## src/rtl/switch_io_port.sv

```systemverilog
// Memory-mapped switch/confirm-button input port: synchronises the inputs, debounces the confirm button and serves six read modes.
// Define SWITCH_SNAPSHOT_EN to freeze the switch data at each confirm press instead of reading the live switches.
module switch_io_port #(
    parameter int          SW_WIDTH        = 16,
    parameter int          DATA_WIDTH      = 32,
    parameter int          DEBOUNCE_CYCLES = 1000000,
    parameter logic [31:0] BASE_ADDR       = 32'hFFFF_FFF0
) (
    input  logic                  clk,
    input  logic                  rst,
    input  logic                  sw_ctrl,
    input  logic [31:0]           addr,
    input  logic [SW_WIDTH-1:0]   switch_input,
    input  logic                  confirm_btn,
    output logic [DATA_WIDTH-1:0] read_data,
    output logic                  confirm_pending
);

    localparam int                CNT_W    = $clog2(DEBOUNCE_CYCLES);
    localparam logic [CNT_W-1:0]  CNT_LAST = CNT_W'(DEBOUNCE_CYCLES - 1);

    localparam logic [3:0] OFF_FULL  = 4'h1;
    localparam logic [3:0] OFF_HI_SX = 4'h3;
    localparam logic [3:0] OFF_HI_ZX = 4'h5;
    localparam logic [3:0] OFF_CASE  = 4'h7;
    localparam logic [3:0] OFF_ACK   = 4'h9;
    localparam logic [3:0] OFF_LO_ZX = 4'hB;

    logic [SW_WIDTH-1:0]   r_sw_meta;
    logic [SW_WIDTH-1:0]   r_sw_s;
    logic                  r_btn_meta;
    logic                  r_btn_s;
    logic                  r_deb;
    logic [CNT_W-1:0]      r_cnt;
    logic                  r_pending;
    logic [DATA_WIDTH-1:0] r_read_data;

    logic                  w_btn_diff;
    logic                  w_deb_accept;
    logic                  w_deb_rise;
    logic [31:0]           w_offset;
    logic                  w_in_window;
    logic [SW_WIDTH-1:0]   w_src;
    logic [7:0]            w_hi8;
    logic [7:0]            w_lo8;
    logic                  w_rd_load;
    logic [DATA_WIDTH-1:0] w_rd_next;
    logic                  w_ack;

    // Two-flop synchronisers; only the second stage is ever consumed.
    // NOTE: sequential state uses non-blocking assignments so every flop samples pre-edge values.
    always_ff @(posedge clk) begin
        if (!rst) begin
            r_sw_meta  <= '0;
            r_sw_s     <= '0;
            r_btn_meta <= 1'b0;
            r_btn_s    <= 1'b0;
        end else begin
            r_sw_meta  <= switch_input;
            r_sw_s     <= r_sw_meta;
            r_btn_meta <= confirm_btn;
            r_btn_s    <= r_btn_meta;
        end
    end

    assign w_btn_diff   = (r_btn_s != r_deb);
    assign w_deb_accept = w_btn_diff && (r_cnt == CNT_LAST);
    assign w_deb_rise   = w_deb_accept && r_btn_s;

    always_ff @(posedge clk) begin
        if (!rst) begin
            r_deb <= 1'b0;
            r_cnt <= '0;
        end else if (!w_btn_diff || w_deb_accept) begin
            r_deb <= w_deb_accept ? r_btn_s : r_deb;
            r_cnt <= '0;
        end else begin
            r_cnt <= r_cnt + CNT_W'(1);
        end
    end

`ifdef SWITCH_SNAPSHOT_EN
    logic [SW_WIDTH-1:0] r_snap;

    always_ff @(posedge clk) begin
        if (!rst) begin
            r_snap <= '0;
        end else if (w_deb_rise) begin
            r_snap <= r_sw_s;
        end
    end

    assign w_src = r_snap;
`else
    assign w_src = r_sw_s;
`endif

    assign w_hi8       = w_src[SW_WIDTH-1 -: 8];
    assign w_lo8       = w_src[7:0];
    assign w_offset    = addr - BASE_ADDR;
    assign w_in_window = sw_ctrl && (w_offset[31:4] == '0);

    // NOTE: defaults first so no path through the case leaves an output unassigned (no latch).
    always_comb begin
        w_rd_load = 1'b0;
        w_rd_next = '0;
        w_ack     = 1'b0;
        if (w_in_window) begin
            w_rd_load = 1'b1;
            unique case (w_offset[3:0])
                OFF_FULL:  w_rd_next = DATA_WIDTH'(w_src);
                OFF_HI_SX: w_rd_next = {{(DATA_WIDTH-8){w_hi8[7]}}, w_hi8};
                OFF_HI_ZX: w_rd_next = DATA_WIDTH'(w_hi8);
                OFF_CASE:  w_rd_next = DATA_WIDTH'(w_src[2:0]);
                OFF_ACK: begin
                    w_rd_next = DATA_WIDTH'(r_pending);
                    w_ack     = 1'b1;
                end
                OFF_LO_ZX: w_rd_next = DATA_WIDTH'(w_lo8);
                default:   w_rd_load = 1'b0;
            endcase
        end
    end

    // A confirm edge landing on the acknowledge read keeps the flag set.
    always_ff @(posedge clk) begin
        if (!rst) begin
            r_pending   <= 1'b0;
            r_read_data <= '0;
        end else begin
            if (w_deb_rise) begin
                r_pending <= 1'b1;
            end else if (w_ack) begin
                r_pending <= 1'b0;
            end
            if (w_rd_load) begin
                r_read_data <= w_rd_next;
            end
        end
    end

    assign read_data       = r_read_data;
    assign confirm_pending = r_pending;

endmodule

```

## config.mk

```make
export PLATFORM = sky130hd
export DESIGN_NAME = switch_io_port
export DESIGN_NICKNAME = d
export VERILOG_FILES = /design/src/rtl/switch_io_port.sv
export SDC_FILE = /design/constraint.sdc
export NUM_CORES = 1
export LEC_CHECK = 0
export ABC_AREA = 1
export CAP_MARGIN = 30
export CELL_PAD_IN_SITES_DETAIL_PLACEMENT = 1
export CELL_PAD_IN_SITES_GLOBAL_PLACEMENT = 1
export CORE_MARGIN = 5
export CORE_UTILIZATION = 32
export CTS_CLUSTER_DIAMETER = 50
export DETAILED_ROUTE_END_ITERATION = 6
export PLACE_DENSITY_LB_ADDON = 0.1
export SKIP_LAST_GASP = 1
export SYNTH_ARGS = -nofsm -noshare
export SYNTH_HDL_FRONTEND = slang
export SYNTH_SLANG_ARGS = --single-unit
```

## constraint.sdc

```tcl
create_clock -name clk -period 1.9 [get_ports clk]
set_input_delay 0.19 -clock clk [delete_from_list [all_inputs] [get_ports clk]]
set_output_delay 0.19 -clock clk [all_outputs]
set_load 0.01 [all_outputs]
```

==> summary.md <==
| Metric | Value |
|---|---|
| Synthesized area per cell | 6.25 sq um |
| WL final | 13700 um |
| Fillers | 1682 |
| Min-delay worst type | input pin to flip-flop |
| IO Port Bufs | 84 |
| Final clock period utilization by the worst path | 0.940 |
| Startpoint type of the worst setup path | flip-flop |
| Global placer's final weighted congestion | 0.838 |
| Power per cell area | 604 nW/um^2 |
| Setup violation total in the final timing report | 0 |
| Proportion of power drawn by the clock network | 0.456 |
| Run status | finished clean |
| Iteration count of the initial detailed-routing pass | 4 |
| Static Leakage | 2.90 nW |
| Pint | 2.77 mW |
| Fin util | 0.482 |
| Switching power of the nets | 0.904 mW |
| Switching fraction of total power | 0.246 |
| Global-route total usage across every layer | 0.182 |
| Worst slew margin relative to its limit | 0.690 |
| Worst Setup Path Type | flip-flop to flip-flop |
| Share of post-route cells with drive strength above 1 | 0.252 |
| Clock buffers created by TritonCTS | 9 |
| Synthesized instance count | 658 |
| Largest net degree at the start of global routing | 39 |
| DR vias/cell | 4.55 |
| Area growth from synthesis to layout | 47.9% |
| Endpoint class of the critical path | flip-flop |
| Crit path arrival time | 2.01 ns |
| Worst hold margin | 0.227 ns |
| Via count of the first global-routing pass | 4689 |
| Hold Vio Cnt, Final | 0 |
| Violation count after the first detailed-route iteration | 167 |
| Cell types with the largest area share after synthesis | sky130_fd_sc_hd__dfxtp_1 (36%), sky130_fd_sc_hd__nand2_1 (19%), sky130_fd_sc_hd__nor2_1 (9.8%) |
| Final instance area | 6080 sq um |
| Leading cell type by number of instances after synthesis | sky130_fd_sc_hd__nand2_1 |
| Peak Freq | 560 MHz |
| Total vias in the final route | 4428 |
| Worst setup timing slack at the placement stage | -0.659 ns |
| Die Wd | 123 um |
| Unrepaired setup endpoints after global routing | yes |
| Fraction of the yosys area taken by sequential cells | 0.355 |
| Rows | 41 |
| Number of enable-type register cells in the synthesized netlist | 0 |
| Clk Tree Root Cell | sky130_fd_sc_hd__clkbuf_16 |
| Top Ports | 85 |
| Largest driver fanout on the critical path | 3 |
| Worst path required time | 2.12 ns |
| Number of max-slew violations in the final report | 0 |
| Clock tree from TritonCTS | yes |
| Flip-flop and latch count after synthesis | 73 |
| Starting density of the core | 0.326 |
| Height of the die | 123 um |
| Number of nets still failing antenna checks after routing | 0 |
| Transition time at the pin with the least slew margin | 0.464 ns |
| Number of nets in the synthesized netlist | 711 |
| Overall overflow remaining after global route | 0 |
| Syn Std Cell Area | 4120 sq um |
| Post-DP HPWL | 10500 um |
| Minimum clock period | 1.79 ns |
| Setup clock skew after layout | 0.00394 ns |
| Relative contribution of sequential cells to total power | 0.430 |
| Largest area contributor in the synthesized netlist | sky130_fd_sc_hd__dfxtp_1 |
| Routed length per instance | 14.1 um |
| Async set-reset flop share out of synthesis | 0 |
| Clock input transition at the sequential cells of the worst setup and hold paths | 0.06 ns |
| DRC Markers | 0 |
| Top-area cell type share of the netlist area | 0.355 |
| Worst skew pair latency | 0.34 ns |
| Portion of total power attributed to combinational logic | 0.114 |
| Max cap viols | 0 |
| Area of the core region | 12600 sq um |
| Min setup slack post-route | 0.114 ns |
| Most common flop cell mapped by yosys | sky130_fd_sc_hd__dfxtp_1 |
| Number of buffers on the longest clock path | 2 |
| Number of hold buffers added after cts | 0 |
| Most numerous cell types in the synthesized netlist | sky130_fd_sc_hd__nand2_1 (209), sky130_fd_sc_hd__nor2_1 (107), sky130_fd_sc_hd__inv_1 (101), sky130_fd_sc_hd__dfxtp_1 (73), sky130_fd_sc_hd__nand3_1 (39) |
| DP Area | 5450 sq um |
| Antenna cell count | 0 |
| Synth Warn # | 0 |
| Clk sink count | 73 |
| Total power of the final layout | 3.67 mW |
| Initial antenna violation count | 0 |
| Post-synth cell types | 36 |
| Peak supply drop | 0.468 mV |
| Die ar. | 15200 sq um |
| Wire length of the first global-routing pass | 21800 um |
| Max H-tree Level | 3 |
| Final nets | 850 |
## metal layers
layer,wire [um],up-vias,track usage
li1,-,2265,-
met1,5880,2072,0.207
met2,7090,72,0.340
met3,488,19,0.0339
met4,260,0,0.0581
met5,0,-,0
## sequential cells by signal, summed over array words and instances (netlist names)
register and cells:
r_deb 1, read_data 17, r_cnt 20, r_btn_meta 1, r_btn_s 1, r_sw_meta 16, confirm_pending 1, r_sw_s 16
## worst paths after layout
| path | slack (ns) | depth (start not counted) | end | start |
|---|---|---|---|---|
| setup / recovery | 0.11 | 10 | r_cnt[19] | r_cnt[1] |
| hold / removal | 0.23 | 3 | r_btn_meta | rst |
| setup reg to reg | 0.11 | 10 | r_cnt[19] | r_cnt[1] |
| hold reg to reg | 0.41 | 2 | r_sw_s[4] | r_sw_meta[4] |
## layout by cell type, fill, tap and decap left out, types with 12 or more instances in the layout
cell type                         synthesis  routed
sky130_fd_sc_hd__buf_4                   15      63
sky130_fd_sc_hd__clkbuf_2                 0      12
sky130_fd_sc_hd__clkdlybuf4s50_1          0      56
sky130_fd_sc_hd__dfxtp_1                 73      72
sky130_fd_sc_hd__inv_1                  101      97
sky130_fd_sc_hd__nand2_1                209     183
sky130_fd_sc_hd__nand2_2                  8      31
sky130_fd_sc_hd__nand3_1                 39      31
sky130_fd_sc_hd__nor2_1                 107      85
sky130_fd_sc_hd__nor2_2                   9      19
sky130_fd_sc_hd__nor2_4                   6      19
## logic make-up after synthesis
logic type / Yosys count / synth area share
compound gates: 31 / 0.0447
xor+xnor: 9 / 0.0192
fa+ha+maj: 1 / 0.00304
buf+inv: 128 / 0.132
flops: 73 / 0.355
simple gates: 416 / 0.446
## power by group through the flow
| stage | clock [mW] | sequential (mW) | combinational (mW) |
|---|---|---|---|
| CTS | 1.72 | 1.58 | 0.406 |
| global placement | 0 | 1.61 | 0.386 |
| finish | 1.68 | 1.58 | 0.417 |
| global route | 1.78 | 1.58 | 0.462 |
| floorplan | 0 | 1.61 | 0.164 |
| detailed placement | 0 | 1.61 | 0.395 |
## worst max-delay path: stages (launching register included)
cell                       delay (ns)
sky130_fd_sc_hd__dfxtp_1         0.33
sky130_fd_sc_hd__ha_2            0.19
sky130_fd_sc_hd__nand2_2         0.08
sky130_fd_sc_hd__nor2_4          0.15
sky130_fd_sc_hd__inv_2           0.07
sky130_fd_sc_hd__nor3_4          0.20
sky130_fd_sc_hd__nand4_1         0.16
sky130_fd_sc_hd__nand3b_1        0.17
sky130_fd_sc_hd__buf_4           0.15
sky130_fd_sc_hd__o21bai_1        0.10
sky130_fd_sc_hd__a21oi_1         0.05
## area by class of cell
type	count	area [sq um]	area share
sequential	73	1460	0.240
timing repair inverter	1	5.00	0.000823
clock inverter	6	68.8	0.0113
multi-input combinational	459	2440	0.400
inverter	104	395	0.0650
clock buffer	9	225	0.0370
tap	172	215	0.0354
timing repair buffer	149	1280	0.210
## per-stage QoR
| stage | std cells | setup TNS, ns |
|---|---|---|
| global placement | 945 | -10.84 |
| detailed placement | 945 | -11.33 |
| global route | 973 | -0.371 |
| finish | 973 | 0 |
| floorplan | 658 | 0 |
| CTS | 969 | -0.0503 |
## repair_timing
action / in CTS / in global routing
setup buffers: 6 / 4
pin swaps: 32 / 37
gates resized for setup: 77 / 73
gates cloned: 3 / 0
endpoints found under the setup margin: 30 / 39
Power figures use the tool's default switching activity.
